### config.mk
export PLATFORM = sky130hd
export DESIGN_NAME = tx_sample_sched
export DESIGN_NICKNAME = d
export VERILOG_FILES = /design/src/rtl/tx_sched_pkg.sv /design/src/rtl/tx_tick_gen.sv /design/src/rtl/tx_sample_sched.sv
export SDC_FILE = /design/constraint.sdc
export NUM_CORES = 1
export LEC_CHECK = 0
export BUFFER_PORTS_ARGS = -buffer_cell sky130_fd_sc_hd__buf_4
export CAP_MARGIN = 25
export CORE_MARGIN = 2
export CORE_UTILIZATION = 30
export CTS_CLUSTER_SIZE = 20
export DETAILED_ROUTE_END_ITERATION = 8
export GPL_TIMING_DRIVEN = 0
export PLACE_DENSITY = 0.51
export SETUP_SLACK_MARGIN = 0.2
export SYNTH_ARGS = -nofsm -noshare
export SYNTH_HDL_FRONTEND = slang
export SYNTH_SLANG_ARGS = --single-unit
### constraint.sdc
create_clock -name clk -period 3.2 [get_ports clk]
set_input_delay 0.32 -clock clk [delete_from_list [all_inputs] [get_ports clk]]
set_output_delay 0.32 -clock clk [all_outputs]
set_load 0.05 [all_outputs]
### src/rtl/tx_sched_pkg.sv
// Shared types, levels and symbol mapping for the 4-ASK transmit scheduler.
// Levels are signed 1s17; the symbol map is Gray coded.
package tx_sched_pkg;

    typedef logic signed [17:0] sample_t;
    typedef logic [1:0]         sym_t;

    typedef enum logic [1:0] {
        ST_IDLE,
        ST_RUN,
        ST_FLUSH,
        ST_DONE
    } sched_state_t;

    localparam sample_t LVL_P3 = 18'sd98304;
    localparam sample_t LVL_P1 = 18'sd32768;
    localparam sample_t LVL_M1 = -18'sd32768;
    localparam sample_t LVL_M3 = -18'sd98304;

    function automatic sample_t map_sym(input sym_t s);
        sample_t v;
        unique case (s)
            2'b00:   v = LVL_M3;
            2'b01:   v = LVL_M1;
            2'b11:   v = LVL_P1;
            default: v = LVL_P3;
        endcase
        return v;
    endfunction

endpackage

### src/rtl/tx_tick_gen.sv
// Sample-period clock counter: tick marks the last clock of each sample period.
// Ports: clk, reset (sync, active-high), en, clr (sync clear), tick.
module tx_tick_gen
    import tx_sched_pkg::*;
#(
    parameter int CLKS_PER_SAMPLE = 4
) (
    input  logic clk,
    input  logic reset,
    input  logic en,
    input  logic clr,
    output logic tick
);

    localparam int CC_W =
        (CLKS_PER_SAMPLE > 1) ? $clog2(CLKS_PER_SAMPLE) : 1;
    localparam logic [CC_W-1:0] CC_MAX = CC_W'(CLKS_PER_SAMPLE - 1);

    logic [CC_W-1:0] cc_q, cc_d;

    always_comb begin
        tick = en && (cc_q == CC_MAX);
        cc_d = cc_q;
        if (clr || !en) begin
            cc_d = '0;
        end else if (tick) begin
            cc_d = '0;
        end else begin
            cc_d = cc_q + CC_W'(1);
        end
    end

    always_ff @(posedge clk) begin
        if (reset) begin
            cc_q <= '0;
        end else begin
            cc_q <= cc_d;
        end
    end

endmodule

### src/rtl/tx_sample_sched.sv
// 4-ASK transmit sample scheduler: symbol handshake, zero stuffing, flush, done.
// Ports: clk, reset (sync, active-high), start, sym_in/sym_valid/sym_last,
//   sym_ready, x_out (1s17), sample_en, sym_strobe, busy, done, underrun.
// Build option: TX_SCHED_PRBS_EN fills empty symbol slots from a PRBS-7.
module tx_sample_sched
    import tx_sched_pkg::*;
#(
    parameter int CLKS_PER_SAMPLE = 4,
    parameter int SAMPLES_PER_SYM = 4,
    parameter int FLUSH_SAMPLES   = 22
) (
    input  logic        clk,
    input  logic        reset,
    input  logic        start,
    input  logic [1:0]  sym_in,
    input  logic        sym_valid,
    input  logic        sym_last,
    output logic        sym_ready,
    output logic [17:0] x_out,
    output logic        sample_en,
    output logic        sym_strobe,
    output logic        busy,
    output logic        done,
    output logic        underrun
);

    localparam int PH_W =
        (SAMPLES_PER_SYM > 1) ? $clog2(SAMPLES_PER_SYM) : 1;
    localparam int FC_W =
        (FLUSH_SAMPLES > 1) ? $clog2(FLUSH_SAMPLES) : 1;
    localparam logic [PH_W-1:0] PH_MAX = PH_W'(SAMPLES_PER_SYM - 1);
    localparam logic [FC_W-1:0] FC_MAX = FC_W'(FLUSH_SAMPLES - 1);

    sched_state_t    state_q, state_d;
    logic [PH_W-1:0] ph_q, ph_d;
    logic [FC_W-1:0] fc_q, fc_d;
    sample_t         x_q, x_d;
    logic            last_seen_q, last_seen_d;
    logic            sample_en_q, sample_en_d;
    logic            sym_strobe_q, sym_strobe_d;
    logic            underrun_q, underrun_d;
    logic            run, busy_w, go, tick;

    assign run    = (state_q == ST_RUN);
    assign busy_w = run || (state_q == ST_FLUSH);
    assign go     = (state_q == ST_IDLE) && start;

    tx_tick_gen #(
        .CLKS_PER_SAMPLE(CLKS_PER_SAMPLE)
    ) u_tick (
        .clk  (clk),
        .reset(reset),
        .en   (busy_w),
        .clr  (go),
        .tick (tick)
    );

    // Registered terms only: no path from sym_valid.
    assign sym_ready = run && tick && (ph_q == '0) && !last_seen_q;

`ifdef TX_SCHED_PRBS_EN
    logic [6:0] prbs_q, prbs_d;
    sym_t       prbs_sym;

    // Two steps of x^7+x^6+1 per substituted symbol.
    always_comb begin
        prbs_sym = {prbs_q[6] ^ prbs_q[5], prbs_q[5] ^ prbs_q[4]};
        prbs_d   = prbs_q;
        if (sym_ready && !sym_valid) begin
            prbs_d = {prbs_q[4:0], prbs_sym};
        end
    end

    always_ff @(posedge clk) begin
        if (reset) begin
            prbs_q <= 7'h7F;
        end else begin
            prbs_q <= prbs_d;
        end
    end
`endif

    always_comb begin
        state_d      = state_q;
        ph_d         = ph_q;
        fc_d         = fc_q;
        x_d          = x_q;
        last_seen_d  = last_seen_q;
        sample_en_d  = tick;
        sym_strobe_d = 1'b0;
        underrun_d   = underrun_q;
        unique case (state_q)
            ST_IDLE: begin
                if (start) begin
                    state_d    = ST_RUN;
                    ph_d       = '0;
                    fc_d       = '0;
                    underrun_d = 1'b0;
                end
            end
            ST_RUN: begin
                if (tick) begin
                    x_d  = '0;
                    ph_d = (ph_q == PH_MAX) ? '0 : ph_q + PH_W'(1);
                    if (sym_ready) begin
                        if (sym_valid) begin
                            x_d          = map_sym(sym_in);
                            sym_strobe_d = 1'b1;
                            if (sym_last) begin
                                last_seen_d = 1'b1;
                            end
                        end else begin
                            underrun_d = 1'b1;
`ifdef TX_SCHED_PRBS_EN
                            x_d          = map_sym(prbs_sym);
                            sym_strobe_d = 1'b1;
`endif
                        end
                    end
                    // last_seen_d also covers a last symbol taken on
                    // this very tick (one sample per symbol).
                    if ((ph_q == PH_MAX) && last_seen_d) begin
                        state_d = ST_FLUSH;
                    end
                end
            end
            ST_FLUSH: begin
                if (tick) begin
                    x_d  = '0;
                    fc_d = fc_q + FC_W'(1);
                    if (fc_q == FC_MAX) begin
                        fc_d    = '0;
                        state_d = ST_DONE;
                    end
                end
            end
            ST_DONE: begin
                state_d     = ST_IDLE;
                last_seen_d = 1'b0;
            end
            default: begin
                state_d = ST_IDLE;
            end
        endcase
    end

    always_ff @(posedge clk) begin
        if (reset) begin
            state_q      <= ST_IDLE;
            ph_q         <= '0;
            fc_q         <= '0;
            x_q          <= '0;
            last_seen_q  <= 1'b0;
            sample_en_q  <= 1'b0;
            sym_strobe_q <= 1'b0;
            underrun_q   <= 1'b0;
        end else begin
            state_q      <= state_d;
            ph_q         <= ph_d;
            fc_q         <= fc_d;
            x_q          <= x_d;
            last_seen_q  <= last_seen_d;
            sample_en_q  <= sample_en_d;
            sym_strobe_q <= sym_strobe_d;
            underrun_q   <= underrun_d;
        end
    end

    assign x_out      = x_q;
    assign sample_en  = sample_en_q;
    assign sym_strobe = sym_strobe_q;
    assign busy       = busy_w;
    assign done       = (state_q == ST_DONE);
    assign underrun   = underrun_q;

endmodule

==> Yosys cells after proc, flatten, opt, wreduce, memory -nomap -nowiden <==
Index checks and enable logic that the tools add are counted.
{ "word_totals": {"reg_bits": 33, "output_inout_bits": 24, "word_cells": 88} }
{ "op_classes": {"add_sub_neg": 3, "n_eq_ne": 15, "mux": 33, "bitwise": 3, "reduce_logical": 25} }
{ "op_table": {"columns": ["cell", "count"], "rows": [
  ["$mux W18", 4],
  ["$pmux W18 S3", 1],
  ["$pmux W18 S2", 1],
  ["$mux W2", 8],
  ["$mux W5", 3],
  ["$mux W1", 11],
  ["$eq A2 B2 Y1 const B", 5],
  ["$pmux W5 S2", 1],
  ["$reduce_and A5 Y1", 2],
  ["$reduce_and A3 Y1", 3],
  ["$ne A2 B2 Y1 const B", 4],
  ["$pmux W2 S4", 1],
  ["$reduce_bool A2 Y1", 4],
  ["$logic_and A1 B1 Y1", 6],
  ["$logic_not A2 Y1", 3],
  ["$ne A2 B1 Y1 const B", 3],
  ["$add A5 B1 Y5 const B", 1],
  ["$eq A5 B5 Y1 const B", 1],
  ["$add A2 B1 Y2 const B", 2],
  ["$eq A2 B1 Y1 const B", 2],
  ["$pmux W1 S2", 2],
  ["$pmux W2 S2", 1],
  ["$reduce_or A4 Y1", 1],
  ["$not A1 Y1", 3],
  ["other kinds (4)", 6]
]} }

==> Logic depth before layout (Yosys ltp) <==
{ "logic_depth": {"word_depth": 13, "depth_mapped": 7, "mapped_depth_nobuf": 6} }

==> Modules after synthesis <==
A second synthesis with hierarchy kept.
{ "hier_totals": {"hier_cells": 129, "hier_area_um2": 1137.3} }
{ "modules_own_cells": {"columns": ["mod", "n_inst", "cells_each", "area_per_inst_um2", "seq_area_each_um2"], "rows": [
  ["tx_sample_sched", 1, 122, 1052.3, 320.3],
  ["tx_tick_gen", 1, 7, 85.1, 40.0]
]} }

==> Worst setup path after synthesis <==
Ideal clock, no wire load.
{ "synth_timing": {"path_type": "register to register", "start": "register state_q[0]", "end": "register underrun_q (netlist: underrun)", "t_arrival_ns": 2.357, "t_required_ns": 3.109, "path_slack_ns": 0.752, "path_stages_with_launch": 7, "path_buffers": 0, "period_less_slack_ns": 2.448, "path_cell_list": "dfxtp_1 > inv_1 > ha_1 > nand3_1 > nor2_1 > a31oi_1 > a311oi_1"} }
{ "synth_via": {"elab_chain_cells": 8} }
{ "synth_rtl": {"columns": ["element", "line", "text"], "rows": [
  ["from (decl)", "tx_sample_sched.sv:34", "sched_state_t state_q, state_d;"],
  ["from (signal assigned)", "tx_sample_sched.sv:158", "state_q <= state_d;"],
  ["$eq A2 B1 Y1 or $eq A2 B2 Y1 (tied branches)", "tx_sample_sched.sv:44, tx_sample_sched.sv:45", null],
  ["$logic_or A1 B1 Y1 (*)", "tx_sample_sched.sv:45", "assign busy_w = run || (state_q == ST_FLUSH);"],
  ["named net busy", "tx_sample_sched.sv:22", "output logic busy,"],
  ["$logic_and A1 B1 Y1 (*)", "tx_tick_gen.sv:22", "tick = en && (cc_q == CC_MAX);"],
  ["$logic_and A1 B1 Y1 (*) (3 in series)", "tx_sample_sched.sv:59", "assign sym_ready = run && tick && (ph_q == '0) && !last_seen_q;"],
  ["named net sym_ready", "tx_sample_sched.sv:18", "output logic sym_ready,"],
  ["$ne A2 B2 Y1 (no line) (*)", null, null],
  ["$reduce_and A5 Y1 (no line) (*)", null, null],
  ["to (signal assigned)", "tx_sample_sched.sv:165", "underrun_q <= underrun_d;"],
  ["to (decl)", "tx_sample_sched.sv:41", "logic underrun_q, underrun_d;"]
]} }
Mark *: on every way through the listed nets, which the timed path passes. The rest lies on a longest branch.
A chain may end at the register's enable or synchronous reset.

==> Final worst setup path <==
{ "layout_timing": {"start": "register state_q[0]", "end": "output port sym_ready"} }
{ "layout_via": {"elab_chain_cells": 6} }
{ "layout_rtl": {"columns": ["element", "line"], "rows": [
  ["$eq A2 B1 Y1 or $eq A2 B2 Y1 (tied branches)", "tx_sample_sched.sv:44, tx_sample_sched.sv:45"],
  ["$logic_or A1 B1 Y1", "tx_sample_sched.sv:45"],
  ["$logic_and A1 B1 Y1", "tx_tick_gen.sv:22"],
  ["$logic_and A1 B1 Y1 (*) (3 in series)", "tx_sample_sched.sv:59"],
  ["to (decl)", "tx_sample_sched.sv:18"]
]} }
Mark *: on every way between the ends. The rest lies on a longest branch, timed or not.

==> metrics <==
level count of the clock H-tree 1; Crit Path Category reg -> out; antenna viol nets, final 0; synthesized area divided by synthesized cell count 8.73 um^2; final setup violation count 0; maximum number of pins on one net before global-route repair 11; buffers from clock root to sink, at most 2; kind of start point of the critical path flip-flop; final hold violation count 0; layout cells sized above 1 26.9%; post-route setup slack 1.14 ns; final routed DRC violation total 0; post-cts resize count 0; core outline area 3390 um^2; Total Power Consumption 0.793 mW; CTS clock-pin slew for the worst setup and hold paths 0.11 ns; Seq/Total Area, Yosys 33.6%; final worst hold slack 0.223 ns; Reg2Reg Launch Point state_q[0]$_SDFFE_PP0P_; initial standard-cell utilization of the core 31.7%; number of instances in the synthesized netlist 123; initial DRC count 22; clk sinks 18; instance area after placement 1300 um^2; Avg WL per Cell 9.99 um; Main synth FF type sky130_fd_sc_hd__dfxtp_1; synthesis-to-finish area growth 24.1%; IO Pins 31; hold crit path type in -> reg; Tmin final 2.06 ns; clock buffers created by TritonCTS 3; via count of the first global-routing pass 823; Total Die Area 4070 um^2; overall track demand over capacity in global routing 11.1%; die height 63.8 um; Max Cap Viol 0; Yosys warning count 0; leakage power 0.596 nW; count of placed standard cells in the final layout, fillers left out 202; Inserted Diodes 0; post-route cell area 1330 um^2; drt pass-1 iters 4; result of the run finished, final reports clean; Clock Tree Root sky130_fd_sc_hd__clkbuf_4; most frequent standard cell in the layout excluding fill and tap cells sky130_fd_sc_hd__buf_4; TritonCTS clock tree yes; Post-synth EDFFs 0; Yosys reg bits 18; ratio of total power to cell area 595 nW/um^2; later-pin clock latency in the skew report 0.29 ns; setup repair after global routing missed its margin false; antenna violations before repair 0; commonest cells after routing, fill and taps aside 30 x sky130_fd_sc_hd__buf_4, 18 x sky130_fd_sc_hd__dfxtp_1, 15 x sky130_fd_sc_hd__conb_1; via count 878; Clock Skew 0.00520 ns; routed via count divided by cell count 4.35; required time worst endpoint 2.88 ns; final clock period utilization by the worst path 64.3%; worst slack at placement 1.19 ns; setup bufs post-CTS 0; Hold Buf Count CTS 0; site row count 21; highest ir drop seen on vdd 0.384 mV; horizontal extent of the die 63.8 um; Worst Path Max Fanout 6; worst setup path start state_q[0]$_SDFFE_PP0P_; placed cell count 198; share of synthesized flip-flops with an asynchronous set or reset 0%; port bufs 15; type of element capturing the critical path output pin; global-route wire length before repair 3630 um; cell area after synthesis 1070 um^2; # nets final 174; estimated wirelength of the detail-placed design 1700 um; data arrival time of the critical path 1.74 ns; weighted congestion at the end of routability-driven global placement 0.727; sum of overflow across all layers after global routing 0; timing-limited maximum frequency 0.486 GHz; max-slew violation count 0; setup tns final 0 ns; Fill cells 349; Distinct cells, synth 36; Post-Route Utilization 39.3%; overall routed net length 2020 um; launch instance of the worst min-delay path start
report_power, final:
part | total (mW) | internal [mW] | switching (mW)
Sequential | 0.265 | 0.247 | 0.0185
Combinational | 0.386 | 0.136 | 0.249
Clock | 0.142 | 0.0692 | 0.0727
Total | 0.793 | 0.452 | 0.341
final timing paths:
kind,end,slack (ns),cells after the start
min,underrun$_SDFFE_PP0P_,0.22,2
min reg2reg,u_tick.cc_q[0]$_SDFF_PP0_,0.43,1
max reg2reg,fc_q[2]$_SDFFE_PP0P_,1.21,6
max,sym_ready,1.14,5
logic make-up (layout without fill, tap and decap cells):
family / count (synthesis) / count (layout) / synth area share [%]
compound gates: 23 / 23 / 14.8
buf+inv: 25 / 44 / 14.0
other cells: 1 / 15 / 0.349
xor+xnor: 1 / 1 / 0.816
flops: 18 / 18 / 33.6
simple gates: 41 / 41 / 21.0
fa+ha+maj: 10 / 10 / 11.7
mux: 4 / 4 / 3.85
metal layers:
metal	global-route usage, %	routed length (um)	vias up	part of all wire, %
li1	-	-	466	-
met1	14.1	966	384	48
met4	4.08	15	0	0.74
met2	18.5	926	26	46
met3	2.29	108	2	5.4
met5	0	0	-	0
synth_stat cells (2+ instances only):
library cell	n	area (um^2)
sky130_fd_sc_hd__nor2_1	8	30.0
sky130_fd_sc_hd__dfxtp_1	18	360
sky130_fd_sc_hd__inv_1	8	30.0
sky130_fd_sc_hd__mux2i_1	3	30.0
sky130_fd_sc_hd__a21oi_1	4	20.0
sky130_fd_sc_hd__a2bb2oi_1	2	17.5
sky130_fd_sc_hd__buf_4	15	113
sky130_fd_sc_hd__and2_1	2	12.5
sky130_fd_sc_hd__nor3_1	3	15.0
sky130_fd_sc_hd__a31o_2	2	17.5
sky130_fd_sc_hd__a211oi_1	2	15.0
sky130_fd_sc_hd__clkbuf_1	2	7.51
sky130_fd_sc_hd__nor2b_1	2	12.5
sky130_fd_sc_hd__nand4b_1	2	17.5
sky130_fd_sc_hd__nand2_1	10	37.5
sky130_fd_sc_hd__nor4b_1	2	17.5
sky130_fd_sc_hd__o21ai_0	6	30.0
sky130_fd_sc_hd__a31oi_1	2	12.5
sky130_fd_sc_hd__nand3_1	4	20.0
sky130_fd_sc_hd__ha_1	10	125
critical path, cell delays in order (launching register included):
cell and delay [ns]:
sky130_fd_sc_hd__dfxtp_1 0.41, sky130_fd_sc_hd__inv_1 0.10, sky130_fd_sc_hd__ha_1 0.38, sky130_fd_sc_hd__nand3_1 0.17
sky130_fd_sc_hd__nor2_1 0.17, sky130_fd_sc_hd__buf_4 0.22
registers in the layout, summed over array words and instances, names as in the netlist:
| name | flops |
|---|---|
| fc_q | 5 |
| last_seen_q | 1 |
| ph_q | 2 |
| sample_en | 1 |
| state_q | 2 |
| sym_strobe | 1 |
| u_tick.cc_q | 2 |
| underrun | 1 |
| x_out | 3 |
final cells by class:
class / count / area (um^2) / area share, %
Multi-Input combinational cell: 94 / 616 / 46.2
Sequential cell: 18 / 360 / 27.0
Buffer: 17 / 120 / 9.01
Timing Repair Buffer: 15 / 113 / 8.45
Tap cell: 46 / 57.6 / 4.32
Clock buffer: 4 / 36.3 / 2.72
Inverter: 8 / 30.0 / 2.25
Note: power is estimated with default switching activity, not from simulation.
